--- config.mk ---
export PLATFORM = sky130hd
export DESIGN_NAME = serdes_deser_align
export DESIGN_NICKNAME = d
export VERILOG_FILES = /design/src/rtl/serdes_deser_align.sv
export SDC_FILE = /design/constraint.sdc
export NUM_CORES = 1
export LEC_CHECK = 0
export ABC_AREA = 1
export CORE_UTILIZATION = 54
export DETAILED_ROUTE_END_ITERATION = 10
export GPL_TIMING_DRIVEN = 0
export HOLD_SLACK_MARGIN = 0.02
export PLACE_DENSITY = 0.81
export SYNTH_ARGS = -nofsm -noshare
export SYNTH_HDL_FRONTEND = slang
export SYNTH_SLANG_ARGS = --single-unit
--- constraint.sdc ---
create_clock -name CLK -period 3.05 [get_ports CLK]
set_input_delay 0.61 -clock CLK [delete_from_list [all_inputs] [get_ports CLK]]
set_output_delay 0.61 -clock CLK [all_outputs]
set_load 0.01 [all_outputs]
--- src/rtl/serdes_deser_align.sv ---
// serdes_deser_align
//   1:N serial-to-parallel deserializer with framed word strobe and bitslip
//   word alignment, for the receive path between the sampled serial pin and
//   the link-layer decoder.
//
//   Optional build macro: SERDES_DESER_AUTO_ALIGN_EN
//     defined   : a HUNT/WAIT/LOCKED aligner searches for ALIGN_PATTERN by
//                 issuing internal slips, and ALIGNED reports lock.
//     undefined : no aligner; ALIGNED is tied high and only BITSLIP slips.
//
//   Output handshake: Q_VALID is a one-cycle strobe with no ready/back-pressure;
//   Q is only meaningful in the cycle Q_VALID is high and holds its value
//   between strobes. A consumer must take the word in that cycle.
module serdes_deser_align #(
   parameter int                    DATA_WIDTH    = 8,
   parameter logic [DATA_WIDTH-1:0] ALIGN_PATTERN = 8'hA5,
   parameter int                    LOSS_COUNT    = 4
) (
   input  logic                  CLK,
   input  logic                  RST,
   input  logic                  D,
   input  logic                  BITSLIP,
   output logic [DATA_WIDTH-1:0] Q,
   output logic                  Q_VALID,
   output logic                  SLIP_BUSY,
   output logic                  ALIGNED
);

   localparam int CW = (DATA_WIDTH > 2) ? $clog2(DATA_WIDTH) : 1;
   localparam int HW = $clog2(2 * DATA_WIDTH);
   localparam logic [CW-1:0] CNT_LAST  = CW'(DATA_WIDTH - 1);
   localparam logic [HW-1:0] HOLD_LOAD = HW'(2 * DATA_WIDTH - 1);

   // Elaboration-time guard on the legal parameter ranges
   if (DATA_WIDTH < 2 || DATA_WIDTH > 16) begin : g_bad_width
      $error("serdes_deser_align: DATA_WIDTH must be 2..16");
   end
   if (LOSS_COUNT < 1 || LOSS_COUNT > 15) begin : g_bad_loss
      $error("serdes_deser_align: LOSS_COUNT must be 1..15");
   end
   if ($bits(ALIGN_PATTERN) != DATA_WIDTH) begin : g_bad_pattern
      $error("serdes_deser_align: ALIGN_PATTERN width must equal DATA_WIDTH");
   end

   // Only N-1 history bits are stored; the newest bit comes straight from D
   logic [DATA_WIDTH-2:0] sr;
   logic [DATA_WIDTH-1:0] sr_next;
   logic [CW-1:0]         cnt;
   logic [HW-1:0]         holdoff;
   logic                  int_slip;
   logic                  slip_acc;
   logic                  word_end;
   logic [DATA_WIDTH-1:0] q_r;
   logic                  q_valid_r;
   logic                  aligned_w;

   assign sr_next  = {sr, D};
   // A slip is taken only when no holdoff is running; requests during holdoff are dropped
   assign slip_acc = (BITSLIP | int_slip) && (holdoff == '0);
   // A word closes on the last bit position unless that edge is spent on a slip
   assign word_end = (cnt == CNT_LAST) && !slip_acc;

   // Shift register: one new bit every clock, framing has no effect on it
   always_ff @(posedge CLK or posedge RST) begin
      if (RST) sr <= '0;
      else     sr <= sr_next[DATA_WIDTH-2:0];
   end

   // Bit position counter: holds for one edge on an accepted slip
   always_ff @(posedge CLK or posedge RST) begin
      if (RST)                  cnt <= '0;
      else if (slip_acc)        cnt <= cnt;
      else if (cnt == CNT_LAST) cnt <= '0;
      else                      cnt <= cnt + 1'b1;
   end

   // Slip holdoff: reloaded by an accepted slip, then counts down to zero
   always_ff @(posedge CLK or posedge RST) begin
      if (RST)                 holdoff <= '0;
      else if (slip_acc)       holdoff <= HOLD_LOAD;
      else if (holdoff != '0)  holdoff <= holdoff - 1'b1;
   end

   // Parallel word register and its one-cycle strobe
   always_ff @(posedge CLK or posedge RST) begin
      if (RST) begin
         q_r       <= '0;
         q_valid_r <= 1'b0;
      end else begin
         q_valid_r <= word_end;
         if (word_end) q_r <= sr_next;
      end
   end

   assign Q         = q_r;
   assign Q_VALID   = q_valid_r;
   assign SLIP_BUSY = (holdoff != '0);
   assign ALIGNED   = aligned_w;

`ifdef SERDES_DESER_AUTO_ALIGN_EN
   typedef enum logic [1:0] {
      ST_HUNT   = 2'd0,
      ST_WAIT   = 2'd1,
      ST_LOCKED = 2'd2
   } align_state_t;

   localparam logic [3:0] LOSS_LAST = 4'(LOSS_COUNT - 1);

   align_state_t align_state;
   align_state_t align_state_nxt;
   logic [3:0]   loss_cnt;
   logic [3:0]   loss_cnt_nxt;
   logic         pat_match;

   assign pat_match = (q_r == ALIGN_PATTERN);

   // Aligner state and loss counter registers
   always_ff @(posedge CLK or posedge RST) begin
      if (RST) begin
         align_state <= ST_HUNT;
         loss_cnt    <= '0;
      end else begin
         align_state <= align_state_nxt;
         loss_cnt    <= loss_cnt_nxt;
      end
   end

   // Aligner next state: each strobed word is judged once
   always_comb begin
      align_state_nxt = align_state;
      loss_cnt_nxt    = loss_cnt;
      case (align_state)
         ST_HUNT: begin
            if (q_valid_r) begin
               loss_cnt_nxt = '0;
               if (pat_match) align_state_nxt = ST_LOCKED;
               else           align_state_nxt = ST_WAIT;
            end
         end
         ST_WAIT: begin
            // Words arriving while the slip settles are not judged
            if (holdoff == '0) align_state_nxt = ST_HUNT;
         end
         ST_LOCKED: begin
            if (q_valid_r) begin
               if (pat_match) begin
                  loss_cnt_nxt = '0;
               end else if (loss_cnt == LOSS_LAST) begin
                  loss_cnt_nxt    = '0;
                  align_state_nxt = ST_HUNT;
               end else begin
                  loss_cnt_nxt = loss_cnt + 1'b1;
               end
            end
         end
         default: begin
            align_state_nxt = ST_HUNT;
            loss_cnt_nxt    = '0;
         end
      endcase
   end

   // Aligner outputs: slip request on a mismatch in HUNT, lock flag in LOCKED
   always_comb begin
      int_slip  = 1'b0;
      aligned_w = 1'b0;
      case (align_state)
         ST_HUNT:   int_slip  = q_valid_r && !pat_match;
         ST_LOCKED: aligned_w = 1'b1;
         default:   ;
      endcase
   end
`else
   assign int_slip  = 1'b0;
   assign aligned_w = 1'b1;
`endif

endmodule

[Word-level counts from Yosys, hierarchy flattened]
Cells that the tools add are included.
Storage, ports and cells
  register bits: 23
  bits of input ports: 4
  output and inout port bits: 11
  word-level logic and storage cells: 17
Operators by class
  add/subtract/negate cells: 2
  equality and inequality tests: 1
  muxes and demuxes: 3
  reduce and logical (&&, ||, !) cells: 6
Operator list (count)
  4-bit two-way mux: 2
  4-bit logical NOT: 1
  4-bit nonzero test: 1
  4-bit by 1-bit subtractor with 4-bit output, second input constant: 1
  3-bit by 1-bit adder with 3-bit output, second input constant: 1
  3-bit == test, second input constant: 1
  3-bit two-way mux: 1
  1-bit logical AND: 2
  2-bit nonzero test: 1
  1-bit logical NOT: 1

[Depth between registers and ports, before layout]
  depth in word-level cells: 4
  gate-level depth with buffers: 7
  gate-level depth less buffers: 7

[Worst setup path after synthesis]
OpenSTA, ideal clock, no wires.
  path kind: flip-flop to output port
  start: register holdoff[0]
  end: output SLIP_BUSY
  data arrival time: 0.790 ns
  data required time: 2.440 ns
  setup slack: 1.650 ns
  cell stages (with the launch flop): 4
  buffers on the path: 0
  cells stage by stage: dfrtp_1 inv_1 ha_1 nand2_1
Between the ends
  longest elaborated chain between the ends: 1
Ends and longest elaborated chain
  start: declaration: RTL line 49  | logic [HW-1:0] holdoff;
  start signal: assignment: RTL line 81  | else if (holdoff != '0) holdoff <= holdoff - 1'b1;
  4-bit nonzero test: RTL line 97  | assign SLIP_BUSY = (holdoff != '0);
  end: declaration: RTL line 25  | output logic SLIP_BUSY,
Every way passes these cells.

[Worst setup path after layout]
Ends and elaborated chain as after synthesis.

==> out/metrics.csv <==
stage;metric;value;unit
status;status;complete, but fails checks;
status;failing checks;design-rule violations;
timing;Layout Skew;0.00412;ns
clocking;Post-CTS Hold Buffers;0;
cells_and_area;proportion of layout cells with a drive suffix above 1;9.09;%
route;1st-pass router iterations;6;
placement;placed cells;122;
global_route;vias in the first global route;610;
cells_and_area;ant diodes;0;
clocking;clk root buf;clkbuf_4;
yosys;most common cell in the netlist;nand2_1;
power;Lkg Pwr;0.586;nW
yosys;area leader, netlist;dfrtp_1;
timing;Final Hold Fails;0;
placement;Placement Setup Slack;1.10;ns
yosys;Post-synth ARST share;100;%
yosys;Netlist cell types;16;
yosys;Synth Area in XOR/XNOR;0.946;%
timing;slew margin rel.;45.3;%
route;via count;622;
floorplanning;die area;0.00188;mm2
worst_setup_path;Setup crit start;holdoff[0]$_DFFE_PP0P_;
worst_setup_path;CP startpoint kind;register;
worst_setup_path;CP Capture Type;primary output;
timing;RSZ-0062 raised after global routing;false;
timing;worst hold slack;0.395;ns
floorplanning;die height;43.4;um
floorplanning;core area;0.00156;mm2
timing;fmax;0.436;GHz
route;drt drc;2;
timing;Worst Tran Pin Value;0.819;ns
worst_setup_path;Req. time, crit path;2.44;ns
worst_setup_path;WS Path Type;reg -> out;
clocking;worst skew pair latency;0.29;ns
clocking;Reg clk slew, reported paths;0.11;ns
clocking;post-CTS setup buffers;0;
route;wire per inst;11.4;um
worst_hold_path;HP Class;reg -> reg;
yosys;Synth area leaders;dfrtp_1 (62%), nand2_1 (12%), ha_1 (5.4%);
clocking;total clock sinks;23;
yosys;mux cell area share after synthesis;0;%
timing;Period minus WS final;2.29;ns
floorplanning;row count;14;
yosys;adder-cell share of the synthesized area;5.41;%
timing;setup_tns;0;ns
yosys;Yosys top cell area share;62.2;%
placement;IO buf count;13;
yosys;Yosys warnings;0;
yosys;Netlist Area Pre-Place;926;um2
global_route;Total Routing Usage GR;17.6;%
clocking;total CTS buffers;3;
global_route;pin count of the biggest net entering global routing;24;
yosys;number of synthesized flops with an enable pin;0;
global_route;initial antenna violation count;0;
yosys;post-synthesis sequential area ratio;62.2;%
floorplanning;Initial Util;59.4;%
worst_setup_path;crit-path max FO;5;
run;max-cap viol count;0;
timing;Max Slew Vio Count;0;
route;initial DRC count;10;
worst_setup_path;arrival time at the worst endpoint;1.68;ns
timing;Final Cycle Share;75.2;%
placement;DP HPWL;1.09;mm
clocking;Resized Gates After CTS;0;
route;Detailed Route WL;1.43;mm
global_route;total gr overflow;0;
cells_and_area;Nets;119;
yosys;main flop type after synthesis;dfrtp_1;
yosys;largest family of logic cells by synthesized area;simple AND/OR/NAND/NOR gates;
placement;RePlAce Congestion;0.790;
power;Power, Total;1.07;mW
yosys;syn nets;101;
route;mean number of vias per cell;4.94;
power;PwrDens;969;mW/mm2
yosys;number of synthesized register bits;23;
cells_and_area;Layout area overhead;19.1;%
yosys;Compound-Gate Fraction of Synth Area;2.57;%
global_route;first-pass GRT wire length;2.46;mm
timing;fin worst setup slack;0.757;ns
yosys;Synth Area in Simple Gates;21.2;%
route;post-route ant nets;0;
yosys;Cells after Synth;93;
floorplanning;Chip Width;43.4;um
yosys;Synth top cells by count;nand2_1 (30), dfrtp_1 (23), inv_1 (11), nand3_1 (10), ha_1 (4);
worst_setup_path;reg2reg start;holdoff[0]$_DFFE_PP0P_;
power;worst vdd ir;0.000595;V
worst_hold_path;Hold Path Origin;sr[5]$_DFF_PP0_;
timing;final count of negative-setup-slack endpoints;0;
clocking;H-tree depth;1;
clocking;CTS tree;built;
cells_and_area;final non-filler cell total;126;
yosys;Avg Inst Size Synth;9.96;um2
clocking;Clock Path Buffers;2;
floorplanning;IO Pins;15;
[through the flow]
step | cell area, um2 | util (%)
finish | 1100 | 70.7
detailed placement | 1080 | 69.0
CTS | 1100 | 70.7
global placement | 1080 | 69.0
floorplan | 926 | -
global route | 1100 | 70.7
[cells by family (layout without fill, tap and decap cells)]
logic type,Yosys count,after routing
flops,23,23
xor+xnor,1,1
compound gates,4,4
other cells,1,1
simple gates,46,46
buf+inv,14,31
fa+ha+maj,4,4
[worst max-delay path, cell delays in order (launching register included)]
cell	delay, ns
dfrtp_1	0.36
inv_1	0.09
ha_1	0.23
nand2_1	0.15
clkdlybuf4s50_1	0.56
[registers in the layout, summed over array words and instances (netlist names)]
signal and cells:
Q 8, sr 7, holdoff 4, cnt 3, Q_VALID 1
[path summary, 6_finish.rpt]
| check | to | depth (start not counted) | slack [ns] |
|---|---|---|---|
| setup / recovery | SLIP_BUSY | 4 | 0.76 |
| hold / removal | sr[6]$_DFF_PP0_ | 0 | 0.39 |
| setup reg to reg | Q[2]$_DFFE_PP0P_ | 6 | 1.72 |
| max in group asynchronous | Q[5]$_DFFE_PP0P_ | 2 | 1.78 |
| hold reg to reg | sr[6]$_DFF_PP0_ | 0 | 0.39 |
| min in group asynchronous | cnt[1]$_DFFE_PP0N_ | 2 | 0.77 |
[power by group]
part | leakage (nW) | internal, mW | switching (mW)
Clock | 0.0150 | 0.0508 | 0.0801
Sequential | 0.276 | 0.416 | 0.0660
Combinational | 0.295 | 0.223 | 0.233
[area by class of cell]
class,count,area [um2]
sequential,23,576
fill,117,457
multi-input combinational,56,283
timing repair buffer,13,130
inverter,11,41.3
clock buffer,4,26.3
buffer,3,26.3
tap,16,20.0
[placed cells by master, fill, tap and decap left out, drive strengths merged]
| cell | synthesis | layout |
|---|---|---|
| a21oi | 1 | 1 |
| buf | 3 | 3 |
| clkbuf | 0 | 4 |
| clkdlybuf4s50 | 0 | 13 |
| conb | 1 | 1 |
| dfrtp | 23 | 23 |
| ha | 4 | 4 |
| inv | 11 | 11 |
| nand2 | 31 | 31 |
| nand3 | 11 | 11 |
| nor2 | 4 | 4 |
| o21ai | 3 | 3 |
| xnor2 | 1 | 1 |
[per-layer routing]
metal / global-route usage (%) / wire [um] / vias to the layer above
li1: - / - / 320
met1: 21.2 / 668 / 295
met2: 31.5 / 728 / 7
met3: 3.75 / 36 / 0
met4: 5.63 / 0 / 0
met5: 0 / 0 / -
No activity file was read; power rests on OpenSTA's default activity.
